### src/rtl/pe_dbuf.sv
// Systolic-array PE with a double-buffered weight: the shadow loads while the active weight computes.
// Operands and tags forward with one cycle of latency. The valid-gated MAC can saturate and sets a sticky overflow flag.
module pe_dbuf #(
   parameter int unsigned BIT_DATA   = 8,
   parameter int unsigned BIT_PSUM   = 24,
   parameter int unsigned BIT_ROW_ID = 4,
   parameter int unsigned BIT_ADDR   = 8,
   parameter int unsigned BIT_VALID  = 1,
   parameter bit          SATURATE   = 1'b1
) (
   input  logic                  CLK,
   input  logic                  RST,
   input  logic [BIT_ROW_ID-1:0] Row_ID,
   input  logic [BIT_DATA-1:0]   Data_I_In,
   output logic [BIT_DATA-1:0]   Data_I_Out,
   input  logic [BIT_DATA-1:0]   Data_W_In,
   output logic [BIT_DATA-1:0]   Data_W_Out,
   input  logic                  EN_W_In,
   output logic                  EN_W_Out,
   input  logic [BIT_ROW_ID-1:0] EN_ID_In,
   output logic [BIT_ROW_ID-1:0] EN_ID_Out,
   input  logic                  Swap_In,
   output logic                  Swap_Out,
   input  logic [BIT_PSUM-1:0]   Psum_In,
   output logic [BIT_PSUM-1:0]   Psum_Out,
   input  logic [BIT_ADDR-1:0]   Addr_P_In,
   output logic [BIT_ADDR-1:0]   Addr_P_Out,
   input  logic [BIT_VALID-1:0]  Valid_P_In,
   output logic [BIT_VALID-1:0]  Valid_P_Out,
   input  logic                  Clr_Ovf,
   output logic                  Ovf_Out
);

   if (BIT_PSUM < 2 * BIT_DATA) begin : g_bad_psum
      $error("pe_dbuf: BIT_PSUM must be >= 2*BIT_DATA");
   end

   localparam logic [BIT_ROW_ID-1:0] ID_NONE = '1;

   logic signed [BIT_DATA-1:0]   w_sh_q, w_sh_d;
   logic signed [BIT_DATA-1:0]   w_act_q, w_act_d;
   logic signed [2*BIT_DATA-1:0] prod;
   logic        [BIT_PSUM:0]     sum;
   logic        [BIT_PSUM-1:0]   result;
   logic        [BIT_PSUM-1:0]   psum_d;
   logic                         wt_hit;
   logic                         mac_valid;
   logic                         ovf;
   logic                         ovf_d;

   always_comb begin
      wt_hit = (EN_ID_In == Row_ID) && (EN_ID_In != ID_NONE);
      w_sh_d = w_sh_q;
      if (wt_hit) begin
         w_sh_d = EN_W_In ? Data_W_In : '0;
      end
      // Swap takes the pre-edge shadow, so a same-edge load lands only in the shadow
      w_act_d = Swap_In ? w_sh_q : w_act_q;

      prod = $signed(Data_I_In) * w_act_q;
      sum  = {{(BIT_PSUM + 1 - 2 * BIT_DATA){prod[2*BIT_DATA-1]}}, prod}
           + {Psum_In[BIT_PSUM-1], Psum_In};
      ovf  = sum[BIT_PSUM] ^ sum[BIT_PSUM-1];

      result = sum[BIT_PSUM-1:0];
      if (ovf && SATURATE) begin
         result = sum[BIT_PSUM] ? {1'b1, {(BIT_PSUM - 1){1'b0}}}
                                : {1'b0, {(BIT_PSUM - 1){1'b1}}};
      end

      mac_valid = |Valid_P_In;
      psum_d    = mac_valid ? result : Psum_In;

      // Set has priority over the clear
      ovf_d = Ovf_Out;
      if (Clr_Ovf) begin
         ovf_d = 1'b0;
      end
      if (mac_valid && ovf) begin
         ovf_d = 1'b1;
      end
   end

   always_ff @(posedge CLK or posedge RST) begin
      if (RST) begin
         w_sh_q      <= '0;
         w_act_q     <= '0;
         Data_I_Out  <= '0;
         Data_W_Out  <= '0;
         EN_W_Out    <= 1'b0;
         EN_ID_Out   <= ID_NONE;
         Swap_Out    <= 1'b0;
         Psum_Out    <= '0;
         Addr_P_Out  <= '0;
         Valid_P_Out <= '0;
         Ovf_Out     <= 1'b0;
      end else begin
         w_sh_q      <= w_sh_d;
         w_act_q     <= w_act_d;
         Data_I_Out  <= Data_I_In;
         Data_W_Out  <= Data_W_In;
         EN_W_Out    <= EN_W_In;
         EN_ID_Out   <= EN_ID_In;
         Swap_Out    <= Swap_In;
         Psum_Out    <= psum_d;
         Addr_P_Out  <= Addr_P_In;
         Valid_P_Out <= Valid_P_In;
         Ovf_Out     <= ovf_d;
      end
   end

endmodule

### config.mk
export PLATFORM = sky130hd
export DESIGN_NAME = pe_dbuf
export DESIGN_NICKNAME = d
export VERILOG_FILES = /design/src/rtl/pe_dbuf.sv
export SDC_FILE = /design/constraint.sdc
export NUM_CORES = 1
export LEC_CHECK = 0
export ABC_AREA = 1
export CORE_ASPECT_RATIO = 0.5
export CORE_MARGIN = 8
export CORE_UTILIZATION = 35
export CTS_CLUSTER_SIZE = 8
export DETAILED_ROUTE_END_ITERATION = 8
export GPL_TIMING_DRIVEN = 0
export PLACE_DENSITY = 0.58
export SLEW_MARGIN = 0
export SYNTH_ARGS = -nofsm -noshare
export SYNTH_HDL_FRONTEND = slang
export SYNTH_SLANG_ARGS = --single-unit
export TNS_END_PERCENT = 10
### constraint.sdc
create_clock -name CLK -period 7.1 [get_ports CLK]
set_clock_uncertainty 0.1 [all_clocks]
set_input_delay 2.13 -clock CLK [delete_from_list [all_inputs] [get_ports CLK]]
set_output_delay 2.13 -clock CLK [all_outputs]
set_load 0.01 [all_outputs]
==> Yosys cells after proc, flatten, opt, wreduce, memory -nomap -nowiden <==
Cells that the tools add are included.
{ "word_totals": {"register_bits": 72, "latch_bits": 0, "ramBits": 0, "mem_bits_ro": 0, "inputBits": 62, "out_inout_bits": 56, "wordCells": 25, "memories": 0} }
{ "classes": {"addsub": 1, "mul": 1, "div_mod_pow": 0, "magnitude_cmp": 0, "eq_ne": 2, "n_shift": 0, "n_mux": 6, "bitwise_logic": 1, "reduce_logical": 3} }
{ "ops": {"columns": ["operator", "n"], "rows": [
  ["$mux W24", 3],
  ["$add A16 B24 Y25", 1],
  ["$mul A8 B8 Y16", 1],
  ["$mux W8", 1],
  ["$eq A4 B4 Y1", 1],
  ["$ne A4 B4 Y1 const B", 1],
  ["$logic_and A1 B1 Y1", 2],
  ["$mux W1", 2],
  ["$reduce_bool A2 Y1", 1],
  ["$xor A1 B1 Y1", 1]
]} }

==> Logic depth before layout (Yosys ltp) <==
Gate-level depths: netlist (run 1).
{ "depth": {"depth_word": 5, "depth_mapped": 26} }

==> Least setup slack after synthesis (run 1) <==
Ideal clock, no wire load.
{ "synth_path": {"path_kind": "in2reg", "from": "input port Data_I_In[7]", "to": "register Psum_Out[21]", "arrival_ps": 6900, "slack_ps": 27, "path_stages": 23, "n_path_buf": 2, "cell_sequence": "clkbuf_1 nand2_1 inv_1 fa_1 fa_1 inv_1 fa_1 inv_1 fa_1 ha_1 ha_1 nand2_1 inv_1 nand2_1 inv_1 a21oi_1 nand3_1 nand2_1 nand2_4 nor2_8 nor2_8 buf_6 a21oi_2"} }
{ "synth_between": {"elab_chain_len": 5} }
{ "synth_lines": {"columns": ["element", "line", "rtl"], "rows": [
  ["start, declared", "14", "input logic [BIT_DATA-1:0] Data_I_In,"],
  ["$mul A8 B8 Y16 (*)", "60", "prod = $signed(Data_I_In) * w_act_q;"],
  ["$add A16 B24 Y25 (*)", "62", "+ {Psum_In[BIT_PSUM-1], Psum_In};"],
  ["$mux W24 / $xor A1 B1 Y1 (equally long branches)", "67, 63", null],
  ["$mux W24 (*)", "66", "if (ovf && SATURATE) begin"],
  ["$mux W24 (*)", "72", "psum_d = mac_valid ? result : Psum_In;"],
  ["named net psum_d[21]", "45", "logic [BIT_PSUM-1:0] psum_d;"],
  ["end signal, assigned", "105", "Psum_Out <= psum_d;"],
  ["end, declared", "25", "output logic [BIT_PSUM-1:0] Psum_Out,"]
]} }
Mark *: on every way through the listed nets, which the timed path passes. The rest lies on a longest branch.
A chain may end at the register's enable or synchronous reset.

==> Final worst setup path (run 1) <==
{ "layout_path": {"from": "input port Data_I_In[1]", "to": "register Psum_Out[22]"} }
Same word-level chain as after synthesis.

==> results of run 1 <==
==> per-stage QoR <==
step,area (um2),utilization (%)
floorplan,7365,-
global placement,8877,43.09
detailed placement,8907,43.24
CTS,9301,45.15
global route,9393,45.59
finish,9393,45.59
==> logic make-up (layout without fill, tap and decap cells) <==
| kind of cell | count (synthesis) | after routing |
|---|---|---|
| simple gates | 294 | 294 |
| compound gates | 66 | 66 |
| xor+xnor | 19 | 19 |
| flops | 72 | 72 |
| buf+inv | 214 | 354 |
| fa+ha+maj | 164 | 164 |
==> area by class of cell <==
class / instances / area, um2
fillers: 2023 / 11210
multi-input cells: 543 / 4791
flip-flops and latches: 72 / 1807
repair buffers: 131 / 1338
inverters: 187 / 715.7
well taps: 273 / 341.6
clock buffers: 10 / 229.0
plain buffers: 20 / 103.9
clock inverters: 6 / 67.56
==> flip-flops by register name (all words and copies together) (netlist names), 4 cells and up <==
name / count
w_sh_q: 8
EN_ID_Out: 4
Addr_P_Out: 8
w_act_q: 8
Data_W_Out: 8
Psum_Out: 24
Data_I_Out: 8
==> metal layers <==
metal	GRT usage, %	wire length (um)
met1	20.31	9025
met2	23.42	8596
met3	3.258	734
met4	3.194	193
met5	0	0
==> Yosys cell counts <==
library cell    n  area (um2)
a21oi_1        22       110.1
a21oi_2        18       157.7
a31oi_1         2       12.51
and2_1          2       12.51
and2_4          1       8.760
buf_4           2       15.01
buf_6           2       22.52
clkbuf_1       22       82.58
clkbuf_2        1       5.000
dfrtp_1        68        1702
dfstp_2         4       105.1
fa_1          108        2162
ha_1           56       700.7
inv_1         179       671.9
inv_2           8       30.03
nand2_1       176       660.6
nand2_2         3       18.77
nand2_4         3       33.78
nand3_1        31       155.2
nand3_2         1       10.01
nand4_1         6       37.54
nand4_2         2       25.02
nor2_1         60       225.2
nor2_2          3       18.77
nor2_4          1       11.26
nor2_8          2       40.04
nor3_1          1       5.000
nor4_1          1       6.260
o21ai_0        12       60.06
o21ai_1         3       15.01
o21ai_2         3       26.28
o21bai_1        6       45.04
or2_2           1       6.260
xnor2_1         6       52.55
xor2_1         13       113.9
==> worst min-delay path by stage <==
stage | from | to | slack (ns)
floorplan | w_sh_q[7] | w_act_q[7] | 0.35
global placement | Ovf_Out | Ovf_Out | 0.37
detailed placement | w_sh_q[7] | w_act_q[7] | 0.40
CTS | w_sh_q[7] | w_act_q[7] | 0.41
global route | w_sh_q[0] | w_act_q[0] | 0.45
finish | w_sh_q[7] | w_act_q[7] | 0.41
==> repair_timing <==
| action | in CTS | in global routing |
|---|---|---|
| resized for setup | 10 | 18 |
| setup buffers | 9 | 4 |
| endpoints found under the setup margin | 25 | 24 |
| pin swaps | 1 | 1 |
| gates cloned | 0 | 0 |
==> worst register-to-register path: stages, from the launching register on <==
cell,delay [ns]
dfrtp_1,0.32
clkbuf_1,0.41
nand2_1,0.21
fa_2,0.54
fa_2,0.65
clkinvlp_4,0.21
fa_1,0.52
inv_1,0.06
fa_1,0.48
inv_1,0.04
ha_1,0.27
ha_1,0.36
nand2_1,0.12
inv_1,0.06
nand3_1,0.09
a21oi_1,0.05
nor2_1,0.18
nand3_1,0.12
nand2_2,0.10
nand2_4,0.09
nand2_4,0.11
buf_4,0.21
nand2_1,0.13
a21oi_2,0.16
==> flow_metrics.py, run 1 <==
metrics = {
    "clock_network": {
        "cts.sinks": 72,
        "clk_pin_slew_worst_paths_ns": 0.06,
        "clock-root-buffer": "clkbuf_16",
        "cts.path.max_buffers": 2,
        "numCtsBuffers": 9,
        "cts_tree": "built",
        "htree_num_levels": 3,
        "ctsHoldBuffers": 0,
        "clk_latency_ns": 0.35,
    },
    "placed_design": {
        "placed_cells": 1220,
        "preCtsSetupSlack_ns": -1.180,
        "io_buffer_count": 117,
        "gp_congestion": 0.8701,
        "place_hpwl_um": 15510,
    },
    "detailed_routing": {
        "wire_per_inst_um": 14.93,
        "drt_wl_total_um": 18550,
        "drtPass1Iterations": 4,
        "num_vias": 5526,
        "ant_nets": 0,
        "vias_per_cell": 4.449,
        "drt_iter0_markers": 212,
        "drcViolationCount": 0,
    },
    "sta": {
        "fin_crit_ns": 6.918,
        "maxSlewViolCount": 0,
        "setup_tns_ns": 0,
        "whs_ns": 0.4122,
        "max_clock_freq_ghz": 0.1446,
        "setup_violations": 0,
        "setup_ws_ns": 0.1823,
        "hold_viol": 0,
        "relSlewSlack_pct": 58.06,
        "worst_pin_slew_ns": 0.6292,
        "final.period_utilization_pct": 97.43,
    },
    "yosys": {
        "seq_area_frac_synth_pct": 24.53,
        "synth_area_mm2": 0.007365,
        "synth-xor-area-share_pct": 2.260,
        "ys_seq_elements": 72,
        "avgSynthCellArea_um2": 8.884,
        "synth_fp_nets": 1055,
        "ys_warn_count": 0,
        "synthAdderAreaFrac_pct": 38.87,
        "synthDistinctLibCells": 35,
        "yosys.area_share.simple_pct": 17.31,
        "synth_top_family_by_area": "adder cells",
        "syn_inst": 829,
        "synthMuxAreaShare_pct": 0,
        "synth_compound_area_share_pct": 5.793,
    },
    "worst_setup_path": {
        "critPathKind": "input pin to flop",
        "rr_startpoint": "w_act_q[3]",
        "critPathRequiredTime_ns": 7.27,
        "rr_worst_depth": 23,
        "crit_buf_inv": 5,
        "arrival_ns": 7.09,
        "slowest_stage": "clkdlybuf4s50_1",
        "critPathMaxStageDelay_ns": 0.62,
        "cp-endpoint": "Psum_Out[22]",
        "cp_top_family": "adder cells",
        "cp_num_cells": 21,
        "crit_top_cell": "fa_1",
        "path_cells": "clkdlybuf4s50_1 > nand2_1 > inv_1 > fa_1 > fa_1 > inv_1 > fa_1 > inv_1 > fa_1 > ha_1 > ha_1 > a21oi_1 > o21ai_2 > nand3_1 > nand3_1 > nand2_1 > nand2_4 > nand2_4 > buf_4 > nand2_1 > a21oi_2",
        "critical_path.endpoint_type": "flop",
        "crit_fanout": 10,
        "timing.rr.end": "Psum_Out[22]",
        "cp-startpoint": "Data_I_In[1]",
        "rrSetupSlack_ns": 1.45,
        "critPathLaunchType": "input pin",
    },
    "floorplanning": {
        "dieHeight_um": 118.6,
        "rows": 37,
        "fp.dieW_um": 221.1,
        "start_util_pct": 35.75,
        "io_pins": 118,
        "fp.coreArea_mm2": 0.02060,
        "fp.dieArea_mm2": 0.02622,
    },
    "final_layout": {
        "most-common-layout-cells": "inv_1 (175), nand2_1 (173), clkdlybuf4s50_1 (111)",
        "nNetsFinal": 1190,
        "final_cells": 1242,
        "diodes": 0,
        "final_common_cell": "inv_1",
        "drive_gt1_share_pct": 10.53,
        "area_growth_pct": 27.54,
    },
    "global_routing": {
        "grt_pass1_vias": 5772,
        "grt_pass1_wl_um": 31330,
        "grt_use_total_pct": 14.70,
        "grt_max_degree": 70,
        "gr-total-overflow": 0,
        "antenna_found_initial": 0,
    },
    "outcome": {
        "status": "complete, no violations",
    },
    "min_path": {
        "hold_path.class": "flop to flop",
        "min_path_cells": 2,
    },
    "flow_run": {
        "cap_violations": 0,
    },
}
Power of run 1 is not shown: default switching activity piles up to over one toggle a cycle in this logic, so the estimate is an artifact.
==> run 2, diff against run 1 <==
--- a/config.mk
+++ b/config.mk
@@ -6,7 +6,6 @@
 export NUM_CORES = 1
 export LEC_CHECK = 0
 export ABC_AREA = 1
-export CORE_ASPECT_RATIO = 0.5
 export CORE_MARGIN = 8
 export CORE_UTILIZATION = 35
 export CTS_CLUSTER_SIZE = 8
==> flow_metrics.py, run 2 (synthesis gave the netlist of run 1 again) <==
metrics = {
    "outcome": {
        "status": "complete, no violations",
    },
    "min_path": {
        "hold_path.class": "flop to flop",
    },
    "floorplanning": {
        "rows": 53,
        "fp.coreArea_mm2": 0.02082,
        "fp.dieArea_mm2": 0.02594,
        "io_pins": 118,
        "dieHeight_um": 161.1,
        "fp.dieW_um": 161.1,
        "start_util_pct": 35.37,
    },
    "global_routing": {
        "antenna_found_initial": 0,
        "grt_use_total_pct": 14.90,
        "grt_max_degree": 58,
        "gr-total-overflow": 0,
        "grt_pass1_vias": 6038,
        "grt_pass1_wl_um": 30900,
    },
    "sta": {
        "max_clock_freq_ghz": 0.1449,
        "whs_ns": 0.3931,
        "final.period_utilization_pct": 97.23,
        "setup_ws_ns": 0.1964,
        "relSlewSlack_pct": 51.97,
        "worst_pin_slew_ns": 0.7204,
        "fin_crit_ns": 6.904,
        "hold_viol": 0,
        "maxSlewViolCount": 0,
        "rsz0062_at_grt": "false",
        "setup_violations": 0,
    },
    "worst_setup_path": {
        "path_cells": "clkdlybuf4s50_1 > buf_2 > or2_2 > fa_1 > fa_1 > inv_1 > fa_1 > fa_1 > fa_1 > ha_2 > a21oi_2 > nand2_2 > nand3_2 > nand3_1 > nand2_2 > nand2_4 > nand2_4 > buf_4 > nand2_1 > a21oi_2",
        "critPathRequiredTime_ns": 7.27,
        "critical_path.endpoint_type": "flop",
        "crit_buf_inv": 4,
        "slowest_stage": "fa_1",
        "critPathLaunchType": "input pin",
        "crit_top_cell": "fa_1",
        "arrival_ns": 7.07,
        "cp_top_family": "adder cells",
        "critPathMaxStageDelay_ns": 0.51,
        "crit_fanout": 10,
        "critPathKind": "input pin to flop",
    },
    "final_layout": {
        "diodes": 0,
        "fill_cells": 2037,
        "final_cells": 1244,
        "top_register": "Psum_Out",
        "final_common_cell": "inv_1",
        "area_growth_pct": 27.68,
        "most-common-layout-cells": "inv_1 (174), nand2_1 (173), clkdlybuf4s50_1 (111)",
        "ff_latch_area_mm2": 0.001807,
        "multiInputGateArea_mm2": 0.004787,
        "nNetsFinal": 1190,
        "largest_reg_flops": 24,
        "drive_gt1_share_pct": 11.04,
    },
    "placed_design": {
        "preCtsSetupSlack_ns": -1.342,
        "placed_cells": 1222,
        "place_hpwl_um": 15240,
        "io_buffer_count": 117,
        "gp_congestion": 0.8420,
    },
    "detailed_routing": {
        "drt_iter0_markers": 149,
        "drcViolationCount": 0,
        "drt_wl_total_um": 18220,
        "ant_nets": 0,
        "vias_per_cell": 4.473,
        "num_vias": 5564,
        "wire_per_inst_um": 14.64,
        "drtPass1Iterations": 5,
    },
    "clock_network": {
        "cts_tree": "built",
        "ctsHoldBuffers": 0,
        "numCtsBuffers": 9,
        "htree_num_levels": 3,
        "cts.path.max_buffers": 2,
        "clock-root-buffer": "clkbuf_16",
        "clk_pin_slew_worst_paths_ns": 0.06,
        "cts.sinks": 72,
        "clk_latency_ns": 0.35,
    },
    "flow_run": {
        "cap_violations": 0,
    },
}
## run 2: what timing repair did
action,in CTS,in global routing
pin swaps,1,2
setup buffers,8,5
setup endpoints to repair,25,22
resized for setup,13,21
cloned,0,0
## run 2: area by class of cell
cell class / count / area share (%)
Sequential cell: 72 / 19.21
Clock inverter: 7 / 1.011
Timing Repair Buffer: 131 / 14.01
Tap cell: 275 / 3.659
Inverter: 187 / 7.651
Multi-Input combinational cell: 543 / 50.91
Buffer: 20 / 1.144
Clock buffer: 9 / 2.395
## run 2: metrics by stage
step                TNS (ns)  utilization [%]  area [um2]
floorplan                  0                -        7365
global placement      -30.63            42.65        8880
detailed placement    -31.18            42.79        8910
CTS                        0            44.69        9306
global route               0            45.16        9403
finish                     0            45.16        9403
## run 2: worst paths after layout
path | from | end | slack, ns | depth (start not counted)
min in group asynchronous | RST | Psum_Out[20] | 1.98 | 2
worst max register to register | w_act_q[2] | Psum_Out[3] | 1.52 | 22
worst min-delay path | w_sh_q[7] | w_act_q[7] | 0.39 | 2
worst min register to register | w_sh_q[7] | w_act_q[7] | 0.39 | 2
worst max-delay path | Data_I_In[0] | Psum_Out[17] | 0.20 | 20
max in group asynchronous | RST | EN_ID_Out[3] | 4.32 | 3
## run 2: tightest hold or removal path: cells and delay by family (launching register included)
family	cells	cell delay [ns]
AOI/OAI and AO/OA	1	0.06
DFF	1	0.35
and+or+nand+nor	1	0.05
## run 2: metal layers
metal	up-vias	wire length [um]	global-route usage, %
met3	24	871	2.902
met4	0	291	4.503
met1	2664	8057	18.54
met5	-	0	0
met2	133	8998	25.69
li1	2743	-	-
Power of run 2 is left out for the same reason.
==> run 3, diff against run 2 <==
--- a/config.mk
+++ b/config.mk
@@ -12,6 +12,7 @@
 export DETAILED_ROUTE_END_ITERATION = 8
 export GPL_TIMING_DRIVEN = 0
 export PLACE_DENSITY = 0.58
+export SKIP_CTS_REPAIR_TIMING = 1
 export SLEW_MARGIN = 0
 export SYNTH_ARGS = -nofsm -noshare
 export SYNTH_HDL_FRONTEND = slang
==> flow_metrics.py, run 3 (synthesis gave the netlist of run 1 again) <==
metrics = {
    "min_path": {
        "hold_path.class": "flop to flop",
    },
    "flow_run": {
        "cap_violations": 0,
    },
    "sta": {
        "whs_ns": 0.3910,
        "fin_crit_ns": 6.898,
        "relSlewSlack_pct": 51.05,
        "final.period_utilization_pct": 97.15,
        "setup_violations": 0,
        "max_clock_freq_ghz": 0.1450,
        "hold_viol": 0,
        "setup_ws_ns": 0.2020,
        "maxSlewViolCount": 0,
        "worst_pin_slew_ns": 0.7342,
        "rsz0062_at_grt": "false",
    },
    "placed_design": {
        "place_hpwl_um": 15240,
        "preCtsSetupSlack_ns": -1.342,
        "post_dp_cell_area_mm2": 0.008910,
        "gp_congestion": 0.8420,
        "io_buffer_count": 117,
    },
    "detailed_routing": {
        "num_vias": 5487,
        "drtPass1Iterations": 4,
        "vias_per_cell": 4.397,
        "drt_iter0_markers": 148,
        "drt_wl_total_um": 18110,
        "wire_per_inst_um": 14.51,
        "ant_nets": 0,
        "drcViolationCount": 0,
    },
    "floorplanning": {
        "dieHeight_um": 161.1,
        "start_util_pct": 35.37,
        "rows": 53,
        "fp.dieArea_mm2": 0.02594,
        "fp.dieW_um": 161.1,
        "fp.coreArea_mm2": 0.02082,
        "io_pins": 118,
    },
    "worst_setup_path": {
        "critPathLaunchType": "input pin",
        "arrival_ns": 7.07,
        "crit_fanout": 10,
        "critPathRequiredTime_ns": 7.27,
        "critical_path.endpoint_type": "flop",
        "critPathKind": "input pin to flop",
    },
    "clock_network": {
        "cts.sinks": 72,
        "clk_pin_slew_worst_paths_ns": 0.06,
        "clk_latency_ns": 0.35,
        "numCtsBuffers": 9,
        "cts_tree": "built",
        "htree_num_levels": 3,
        "cts.path.max_buffers": 2,
        "clock-root-buffer": "clkbuf_16",
    },
    "final_layout": {
        "nNetsFinal": 1194,
        "drive_gt1_share_pct": 10.59,
        "area_growth_pct": 27.79,
        "largest_reg_flops": 24,
        "finish.instance_area_mm2": 0.009412,
        "final_common_cell": "inv_1",
        "top_register": "Psum_Out",
        "most-common-layout-cells": "inv_1 (175), nand2_1 (174), clkdlybuf4s50_1 (111)",
        "diodes": 0,
    },
    "global_routing": {
        "grt_pass1_vias": 5983,
        "grt_use_total_pct": 14.69,
        "grt_max_degree": 58,
        "gr-total-overflow": 0,
        "antenna_found_initial": 0,
        "grt_pass1_wl_um": 30550,
    },
    "outcome": {
        "status": "complete, no violations",
    },
}
[run 3: path summary, 6_finish.rpt]
check,slack (ns),cells past startpoint,from,end
setup / recovery,0.20,20,Data_I_In[0],Psum_Out[17]
hold / removal,0.39,2,w_sh_q[7],w_act_q[7]
setup reg to reg,1.45,22,w_act_q[2],Psum_Out[8]
hold reg to reg,0.39,2,w_sh_q[7],w_act_q[7]
max in group asynchronous,4.33,3,RST,EN_ID_Out[3]
min in group asynchronous,1.97,2,RST,Psum_Out[20]
[run 3: area by class of cell]
class                           count  area (um2)
Timing Repair Buffer              135        1359
Clock buffer                        9       225.2
Clock inverter                      7       95.09
Fill cell                        2040       11410
Tap cell                          275       344.1
Sequential cell                    72        1807
Multi-Input combinational cell    543        4762
Inverter                          187       715.7
Buffer                             20       103.9
[run 3: worst max-delay path: stages]
cell,delay (ns)
clkdlybuf4s50_1,0.41
buf_2,0.19
or2_2,0.32
fa_1,0.46
fa_1,0.49
inv_1,0.05
fa_1,0.50
fa_1,0.44
fa_1,0.51
ha_2,0.31
a21oi_2,0.20
nand2_2,0.12
nand3_2,0.11
nand3_1,0.09
nand2_2,0.10
nand2_4,0.10
nand2_4,0.11
buf_4,0.20
nand2_1,0.08
a21oi_2,0.16
[run 3: routing by layer]
| metal | vias to the layer above | global-route usage [%] | part of all wire (%) |
|---|---|---|---|
| met2 | 101 | 25.21 | 50 |
| met4 | 0 | 4.167 | 0.81 |
| met3 | 11 | 2.876 | 4.6 |
| li1 | 2747 | - | - |
| met5 | - | 0 | 0 |
| met1 | 2628 | 18.49 | 45 |
[run 3: stage by stage]
stage | instances | setup TNS (ns) | utilization (%)
3_3_place_gp | 1221 | -30.63 | 42.65
5_1_grt | 1248 | 0 | 45.20
6_report | 1248 | 0 | 45.20
4_1_cts | 1238 | -22.33 | 44.33
3_5_place_dp | 1222 | -31.18 | 42.79
2_1_floorplan | 829 | 0 | -
Power of run 3 is left out for the same reason.
